===== config.mk =====
export PLATFORM = sky130hd
export DESIGN_NAME = fifo_wr_arbiter
export DESIGN_NICKNAME = d
export VERILOG_FILES = /design/src/rtl/fifo_wr_arbiter.sv
export SDC_FILE = /design/constraint.sdc
export NUM_CORES = 1
export LEC_CHECK = 0
export BUFFER_PORTS_ARGS = -buffer_cell sky130_fd_sc_hd__buf_4
export CAP_MARGIN = 10
export CORE_MARGIN = 5
export CORE_UTILIZATION = 41
export CTS_CLUSTER_DIAMETER = 30
export DETAILED_ROUTE_END_ITERATION = 8
export MAX_ROUTING_LAYER = met4
export PLACE_DENSITY = 0.76
export SLEW_MARGIN = 20
export SYNTH_ARGS = -nofsm -noshare
export SYNTH_HDL_FRONTEND = slang
export SYNTH_SLANG_ARGS = --single-unit
export TNS_END_PERCENT = 5

===== constraint.sdc =====
create_clock -name clk -period 2 [get_ports clk]
set_input_delay 0.2 -clock clk [delete_from_list [all_inputs] [get_ports clk]]
set_output_delay 0.2 -clock clk [all_outputs]
set_load 0.05 [all_outputs]

===== src/rtl/fifo_wr_arbiter.sv =====
// Round-robin arbiter sharing one synchronous-FIFO write port among NUM_REQ producers in bounded bursts.
// Optional macro FIFO_ARB_PRIO0_EN: producer 0 wins every arbitration and does not move the round-robin pointer.
module fifo_wr_arbiter #(
    parameter int NUM_REQ    = 4,
    parameter int DATA_WIDTH = 8,
    parameter int MAX_BURST  = 4,
    localparam int GW        = $clog2(NUM_REQ)
) (
    input  logic                          clk,
    input  logic                          rst_n,
    input  logic [NUM_REQ-1:0]            req,
    input  logic [NUM_REQ*DATA_WIDTH-1:0] req_data,
    output logic [NUM_REQ-1:0]            ack,
    input  logic                          fifo_full,
    output logic                          fifo_wr_en,
    output logic [DATA_WIDTH-1:0]         fifo_data,
    output logic [GW-1:0]                 grant_id,
    output logic                          busy
);

    // req/ack handshake: producer i holds req[i] and its word stable until ack[i]; ack[i] high
    // at a rising edge means that word is written into the FIFO on that edge. Dropping req
    // without ack withdraws the word and ends any grant that producer holds.

    localparam int            BW        = $clog2(MAX_BURST) + 1;
    localparam logic [BW-1:0] LAST_BEAT = BW'(MAX_BURST - 1);

    typedef enum logic {
        IDLE  = 1'b0,
        BURST = 1'b1
    } state_t;

    state_t        state, state_nxt;
    logic [GW-1:0] grant_q, grant_nxt;
    logic [GW-1:0] last_q, last_nxt;
    logic [BW-1:0] cnt_q, cnt_nxt;
    logic [GW-1:0] pick_id;
    logic          pick_valid;
    logic          owner_req;
    logic          wr_en;

    // Scan downward in distance so the nearest set request above last_q is written last and wins;
    // the GW-bit add wraps NUM_REQ-1 back to 0.
    always_comb begin
        logic [GW-1:0] idx;
        pick_valid = 1'b0;
        pick_id    = '0;
        idx        = '0;
        for (int k = NUM_REQ; k >= 1; k--) begin
            idx = last_q + GW'(k);
            if (req[idx]) begin
                pick_valid = 1'b1;
                pick_id    = idx;
            end
        end
`ifdef FIFO_ARB_PRIO0_EN
        if (req[0]) begin
            pick_valid = 1'b1;
            pick_id    = '0;
        end
`endif
    end

    assign owner_req = req[grant_q];
    assign wr_en     = (state == BURST) && owner_req && !fifo_full;

    always_comb begin
        state_nxt = state;
        grant_nxt = grant_q;
        last_nxt  = last_q;
        cnt_nxt   = cnt_q;
        case (state)
            IDLE: begin
                if (pick_valid) begin
                    state_nxt = BURST;
                    grant_nxt = pick_id;
                    cnt_nxt   = '0;
                end
            end
            BURST: begin
                if (wr_en) begin
                    cnt_nxt = cnt_q + 1'b1;
                end
                // fifo_full alone never ends a grant: the count is held and the owner keeps it.
                if ((wr_en && (cnt_q == LAST_BEAT)) || !owner_req) begin
                    state_nxt = IDLE;
`ifdef FIFO_ARB_PRIO0_EN
                    if (grant_q != '0) begin
                        last_nxt = grant_q;
                    end
`else
                    last_nxt = grant_q;
`endif
                end
            end
            default: state_nxt = IDLE;
        endcase
    end

    always_ff @(posedge clk or negedge rst_n) begin
        if (!rst_n) begin
            state   <= IDLE;
            grant_q <= '0;
            last_q  <= GW'(NUM_REQ - 1);
            cnt_q   <= '0;
        end else begin
            state   <= state_nxt;
            grant_q <= grant_nxt;
            last_q  <= last_nxt;
            cnt_q   <= cnt_nxt;
        end
    end

    // Outputs decode from state, so an asynchronous reset drops the write strobe immediately.
    assign busy       = (state == BURST);
    assign fifo_wr_en = wr_en;
    assign grant_id   = grant_q;
    assign fifo_data  = busy ? req_data[int'(grant_q)*DATA_WIDTH +: DATA_WIDTH] : '0;

    always_comb begin
        ack = '0;
        if (wr_en) begin
            ack[grant_q] = 1'b1;
        end
    end

endmodule


== Word level (Yosys, flattened, before mapping) ==
Index checks and enable logic that the tools add are counted.

* Equal/unequal tests: 3
* Shift-type cells: 1
* Div/mod/pow operators: 0
* Reductions and logical operators: 10
* $lt $le $gt $ge: 6
* Multipliers: 0
* Bitwise operators: 1
* Add/subtract/negate cells: 4
* Muxes and demuxes: 28

{| class="wikitable"
|+ Operator list
! cell !! count
|-
| indexed part select 32 x 6 -> 8 bit || 1
|-
| < comparator 2 x 3 -> 1 bit (second input constant) || 5
|-
| 2-to-1 mux 1 bit || 12
|-
| binary-select mux 1 bit (select 2 bit) || 5
|-
| 2-to-1 mux 2 bit || 4
|-
| 2-to-1 mux 8 bit || 1
|-
| 2-to-1 mux 3 bit || 2
|-
| one-hot mux 3 bit (2 select lines) || 1
|-
| AND reduction 2 bit || 3
|-
| adder 2 bit (second input constant) || 2
|-
| logical AND 1 bit || 4
|-
| 2-to-1 mux 4 bit || 1
|-
| adder 3 x 1 -> 3 bit (second input constant) || 1
|-
| equality test 3 x 2 -> 1 bit (second input constant) || 1
|-
| adder 2 x 1 -> 2 bit (second input constant) || 1
|-
| demux 1 bit (select 2 bit) || 1
|-
| >= comparator 2 x 1 -> 1 bit (second input constant) || 1
|-
| zero test 1 bit || 2
|-
| != test 2 x 1 -> 1 bit (second input constant) || 1
|-
| != test 2 bit (second input constant) || 1
|-
| one-hot mux 1 bit (2 select lines) || 1
|-
| logical OR 1 bit || 1
|-
| NOT 1 bit || 1
|}

* Bits in writable memories: 0
* Output and inout port bits: 16
* Latch bits: 0
* Bits in registers: 8
* Memories: 0
* Bits in read-only memories: 0
* Word-level logic and storage cells: 57

== Longest topological paths before layout ==
Gate-level depths: netlist (run 1).

* Depth in word-level cells: 8
* Depth in mapped cells: 6

== Worst setup path after synthesis (run 1) ==
No wires, ideal clock.

* Kind: reg2out
* From: register state, in the netlist busy
* To: output ack[0]
* Cell stages (with the launch flop): 3
* Required time: 1800 ps
* Slack: -447 ps
* Data arrival time: 2247 ps
* Cells stage by stage: dfrtp_1 > or3b_4 > nor3_1

* Word-level cells in the longest chain between the ends: 3

{| class="wikitable"
|+ Ends and longest elaborated chain
! element !! RTL line !! source
|-
| start: declaration || 33 || <nowiki>state_t state, state_nxt;</nowiki>
|-
| start signal: assignment || 107 || <nowiki>state <= state_nxt;</nowiki>
|-
| logical AND 1 bit (2 in a row) || 65 || <nowiki>assign wr_en = (state == BURST) && owner_req && !fifo_full;</nowiki>
|-
| 2-to-1 mux 4 bit || 122 || <nowiki>if (wr_en) begin</nowiki>
|-
| end: declaration || 13 || <nowiki>output logic [NUM_REQ-1:0] ack,</nowiki>
|}

No other way between the ends.

== Worst setup path after layout (run 1) ==
* From: register grant_q[1], in the netlist grant_id[1]
* To: output fifo_wr_en

* Word-level cells in the longest chain between the ends: 4

{| class="wikitable"
|+ Ends and longest elaborated chain
! element !! RTL line !! source
|-
| start: declaration || 34 || <nowiki>logic [GW-1:0] grant_q, grant_nxt;</nowiki>
|-
| start signal: assignment || 108 || <nowiki>grant_q <= grant_nxt;</nowiki>
|-
| binary-select mux 1 bit (select 2 bit) || 64 || <nowiki>assign owner_req = req[grant_q];</nowiki>
|-
| 2-to-1 mux 1 bit (not written as such) || 64 ||
|-
| logical AND 1 bit (2 in a row) || 65 ||
|-
| end: declaration || 15 || <nowiki>output logic fifo_wr_en,</nowiki>
|}

No other way between the ends. The select of a mux whose other input is x is not followed.

==> results of run 1 <==
logic make-up after synthesis:
group | count (synthesis) | synth area share, %
AOI/OAI and AO/OA | 16 | 15.59
adders and majority gates | 2 | 2.998
muxes | 14 | 31.33
and+or+nand+nor | 30 | 19.79
buffers and inverters | 9 | 5.996
DFF | 8 | 24.29
sequential cells by signal, summed over array words and instances (netlist names):
register	flops
grant_id	2
cnt_q	3
busy	1
last_q	2
synth_stat cells (all sizes together):
library cell,n,area (sq um)
a21boi,2,15.01
a21o,2,15.01
a21oi,3,15.01
a22o,1,8.760
a311oi,1,8.760
and2,8,50.05
buf,3,27.52
clkbuf,1,3.750
dfrtp,6,150.1
dfstp,2,52.55
ha,2,25.02
inv,5,18.77
mux2,2,30.03
mux2i,4,43.79
mux4,8,187.7
nand2,7,26.28
nand2b,4,25.02
nand3,1,5.000
nand3b,1,7.510
nor2,4,15.01
nor2b,2,12.51
nor3,1,5.000
nor3b,1,7.510
o211ai,1,12.51
o21ai,2,10.01
o22a,1,8.760
o22ai,2,26.28
o32a,1,10.01
or3b,1,11.26
metrics by stage:
step | hold slack, ns | worst slack [ns] | util, % | TNS [ns]
finish | 0.3043 | 0.08434 | 69.52 | 0
global route | 0.3131 | -0.0000004441 | 69.52 | 0
detailed placement | 0.02316 | 0.3298 | 66.30 | 0
floorplan | -0.09559 | -0.05423 | - | -0.06966
global placement | 0.02073 | 0.3860 | 66.30 | 0
CTS | 0.2973 | 0.05767 | 67.98 | 0
per-layer routing:
| metal | GRT usage [%] | wire (um) | part of all wire, % |
|---|---|---|---|
| met1 | 18.27 | 907 | 37 |
| met5 | - | 0 | 0 |
| met4 | 4.453 | 12 | 0.49 |
| met3 | 5.630 | 370 | 15 |
| met2 | 29.72 | 1167 | 47 |
timing repair:
item | in CTS | in global routing
endpoints found under the hold margin | 8 | 0
gates resized for setup | 0 | 0
buffers inserted | 0 | 4
hold buffers | 1 | 0
endpoints found under the setup margin | 0 | 1
report_power, final:
group          internal [uW]  switching [uW]
Combinational            699             879
Sequential               243             102
Clock                   68.3            49.4
worst max-delay path, delay by kind of cell (launching register included):
family,cells,cell delay [ns]
simple gates,1,0.49
compound gates,1,0.19
buf+inv,1,0.25
flops,1,0.53
final cells by class:
type	count	area, sq um
inverter	5	18.77
timing repair buffer	62	480.5
tap	27	33.78
clock buffer	3	22.52
multi-input combinational	62	591.8
fill	144	591.8
sequential	8	202.7
worst paths after layout:
check,endpoint,slack [ns],depth (start not counted)
max,fifo_wr_en,0.08,3
min,grant_id[0],0.30,2
max reg2reg,last_q[0],0.38,6
min reg2reg,cnt_q[0],0.48,1
max in group asynchronous,last_q[0],1.48,2
min in group clk,grant_id[1],0.35,4
==> flow_summary.ini, run 1 <==
[place]
dp_cells = 159
hpwl_um = 2017
place_area_sq_um = 1287
port_buffers = 54
gp_congestion = 0.8075

[synth]
ys_seq_elements = 8
synth_area_sq_um = 834.6
synth_cell_types = 33
syn-num-nets = 120
ys_warn_count = 0
synth_seq_area_share_pct = 24.29
syn_avg_cell_area_sq_um = 10.56
synthCells = 79

[clock_network]
cts_tree = done
htreeDepth = 1
cts-buffers-inserted = 3
clk-insertion-delay-late_ns = 0.25
path_clk_slew_ns = 0.05
cts_root_buf = clkbuf_4
cts.sink_count = 8
clk_path_buf_depth = 2

[grt]
grt_pass1_vias = 795
groute.usage.overall_pct = 16.94
grt_pass1_wl_um = 3594
grt_start_max_net_pins = 18
antenna_found_initial = 0
globalRouteOverflowTotal = 0

[route]
routed_via_density = 5.096
dr.pass1.iters = 4
totalWireLength_um = 2458
via_count = 851
drc = 0
ant_nets = 0
drt_iter0_markers = 13
wl_per_cell_um = 14.72

[setup_path]
crit_chain = or3b_4 -> o22ai_4 -> buf_4
required_ns = 1.80
endpoint_kind = output pin
critPathLaunchType = flip-flop
cp_data_arrival_time_ns = 1.72
cp-startpoint = grant_id[1]
r2r_start = grant_id[0]
crit_slowest_cell = dfrtp_1
cpPeakStageDelay_ns = 0.53
crit_type = reg2out
path_max_fanout = 12

[power]
power_leakage_uw = 0.0006537
power.total_uw = 2041
vdd_drop_max_mv = 0.8723
p_per_area_nw_per_um2 = 1512

[die]
die_x_um = 55.12
io_pins = 55
rows = 16
dieArea_sq_um = 3038
start_util_pct = 42.98
core-area_sq_um = 1942
die_y_um = 55.12

[layout]
n_antenna_cell = 0
drive_above_1_share_pct = 57.14
nets = 183
syn2layout_area_growth_pct = 61.77
most-common-layout-cells = buf_4, and2_1, nand2_1
layout_commonest_cell = buf_4
design_area_sq_um = 1350
layoutNonFillerInstCount = 167

[timing]
finalSetupViolations = 0
finalClockSkew_ns = 0.007231
max_slew_margin_pct = 71.28
fmax_mhz = 522.0
tightestPinTransition_ns = 0.4309
drv_slew = 0
hold_viol = 0
period_minus_slack_ns = 1.916
period_share_pct = 95.78

[status]
status = completed

[run]
maxCapViolations = 0

[worst_hold_path]
hold_class = in2async
Power figures use the tool's default switching activity.
==> run 2, diff against run 1 <==
--- a/config.mk
+++ b/config.mk
@@ -9,6 +9,7 @@
 export CAP_MARGIN = 10
 export CORE_MARGIN = 5
 export CORE_UTILIZATION = 41
+export CTS_BUF_LIST = sky130_fd_sc_hd__clkbuf_16
 export CTS_CLUSTER_DIAMETER = 30
 export DETAILED_ROUTE_END_ITERATION = 8
 export MAX_ROUTING_LAYER = met4
==> flow_summary.ini, run 2 (synthesis gave the netlist of run 1 again) <==
[clock_network]
post_cts_buffers = 0
cts.sink_count = 8
cts-buffers-inserted = 3
htreeDepth = 1
path_clk_slew_ns = 0.04
cts_root_buf = clkbuf_16
cts_tree = done
clk-insertion-delay-late_ns = 0.23
clk_path_buf_depth = 2

[route]
dr.pass1.iters = 2
via_count = 850
totalWireLength_um = 2576
ant_nets = 0
drc = 0
wl_per_cell_um = 15.80
drt_iter0_markers = 8
routed_via_density = 5.215

[setup_path]
required_ns = 1.80
crit_type = reg2out
cp_data_arrival_time_ns = 1.72
critPathLaunchType = flip-flop
ff2ff_setup_slack_ns = 0.45
endpoint_kind = output pin
r2r_start = cnt_q[0]
rr_worst_depth = 6
path_max_fanout = 12
reg2reg_to = last_q[0]

[layout]
layout_commonest_cell = buf_4
layoutNonFillerInstCount = 163
syn2layout_area_growth_pct = 64.47
n_antenna_cell = 0
drive_above_1_share_pct = 55.88
most-common-layout-cells = buf_4, and2_1, nand2_1
nFillCells = 139
largest_reg_flops = 3
nets = 179
regMostFlops = cnt_q

[die]
start_util_pct = 42.98
dieArea_sq_um = 3038
die_x_um = 55.12
core-area_sq_um = 1942
rows = 16
io_pins = 55
die_y_um = 55.12

[grt]
groute.usage.overall_pct = 18.90
antenna_found_initial = 0
grt_start_max_net_pins = 18
grt_pass1_wl_um = 3905
grt_pass1_vias = 822
globalRouteOverflowTotal = 0

[timing]
period_minus_slack_ns = 1.917
tightestPinTransition_ns = 0.4536
max_slew_margin_pct = 69.76
finalClockSkew_ns = 0.001121
fmax_mhz = 521.5
rsz0062_at_grt = false
drv_slew = 0
finalSetupViolations = 0
period_share_pct = 95.87
timing.hold.ws_ns = 0.3352
hold_viol = 0

[power]
power_frac_clock_pct = 15.1
pwr-share-comb_pct = 69.1
p_sw_uw = 1061
p_int_uw = 1155
power_leakage_uw = 0.0006583
swShare_pct = 47.88
p_per_area_nw_per_um2 = 1615
vdd_drop_max_mv = 1.061
p_seq_share_pct = 15.8

[place]
hpwl_um = 2017
port_buffers = 54
dp_cells = 159
gp_congestion = 0.8075

[status]
status = completed

[worst_hold_path]
hold_class = in2async

[run]
maxCapViolations = 0
-- run 2: worst max path at each step --
| stage | cells after the start | from | endpoint |
|---|---|---|---|
| detailed placement | 4 | grant_id[0] | fifo_data[7] |
| CTS | 3 | grant_id[1] | fifo_wr_en |
| global placement | 3 | grant_id[1] | fifo_wr_en |
| global route | 4 | grant_id[0] | fifo_data[7] |
| floorplan | 2 | busy | ack[1] |
| finish | 3 | grant_id[1] | fifo_wr_en |
-- run 2: critical path, cell delays in order (launching register included) --
cell	delay [ns]
dfrtp_1	0.53
or3b_4	0.50
o22ai_4	0.20
buf_4	0.25
-- run 2: final cells by class --
class | instances | area [sq um] | share of cell area [%]
Clock buffer | 3 | 75.07 | 5.469
Inverter | 5 | 18.77 | 1.367
Multi-Input combinational cell | 62 | 591.8 | 43.12
Sequential cell | 8 | 202.7 | 14.77
Tap cell | 27 | 33.78 | 2.461
Timing Repair Buffer | 58 | 450.4 | 32.82
-- run 2: power groups by stage --
stage | sequential [uW] | combinational, uW | clock [uW]
floorplan | 416 | 1050 | 0
CTS | 351 | 1550 | 341
detailed placement | 353 | 1530 | 0
global placement | 344 | 1510 | 0
global route | 370 | 1630 | 351
finish | 349 | 1530 | 334
-- run 2: per-layer routing --
layer | vias to the layer above | GRT usage, % | part of all wire (%)
li1 | 409 | - | -
met1 | 394 | 20.43 | 38
met2 | 42 | 31.89 | 47
met3 | 5 | 6.434 | 14
met4 | 0 | 7.287 | 1.2
met5 | - | - | 0
-- run 2: timing repair --
| action | 4_1_cts | 5_1_grt |
|---|---|---|
| hold endpoints to repair | 8 | 0 |
| resized for setup | 0 | 0 |
| hold buffers | 1 | 0 |
-- run 2: through the flow --
step                      worst slack (ns)  TNS [ns]  power [uW]  cell area [sq um]  utilization, %
final                              0.08252         0        2216               1373           70.68
after global routing               0.02287         0        2348               1373           70.68
after CTS                          0.08408         0        2240               1373           70.68
after detailed placement            0.3298         0        1885               1287           66.30
after global placement              0.3860         0        1858               1287           66.30
after floorplan                   -0.05423  -0.06966        1464              844.6               -
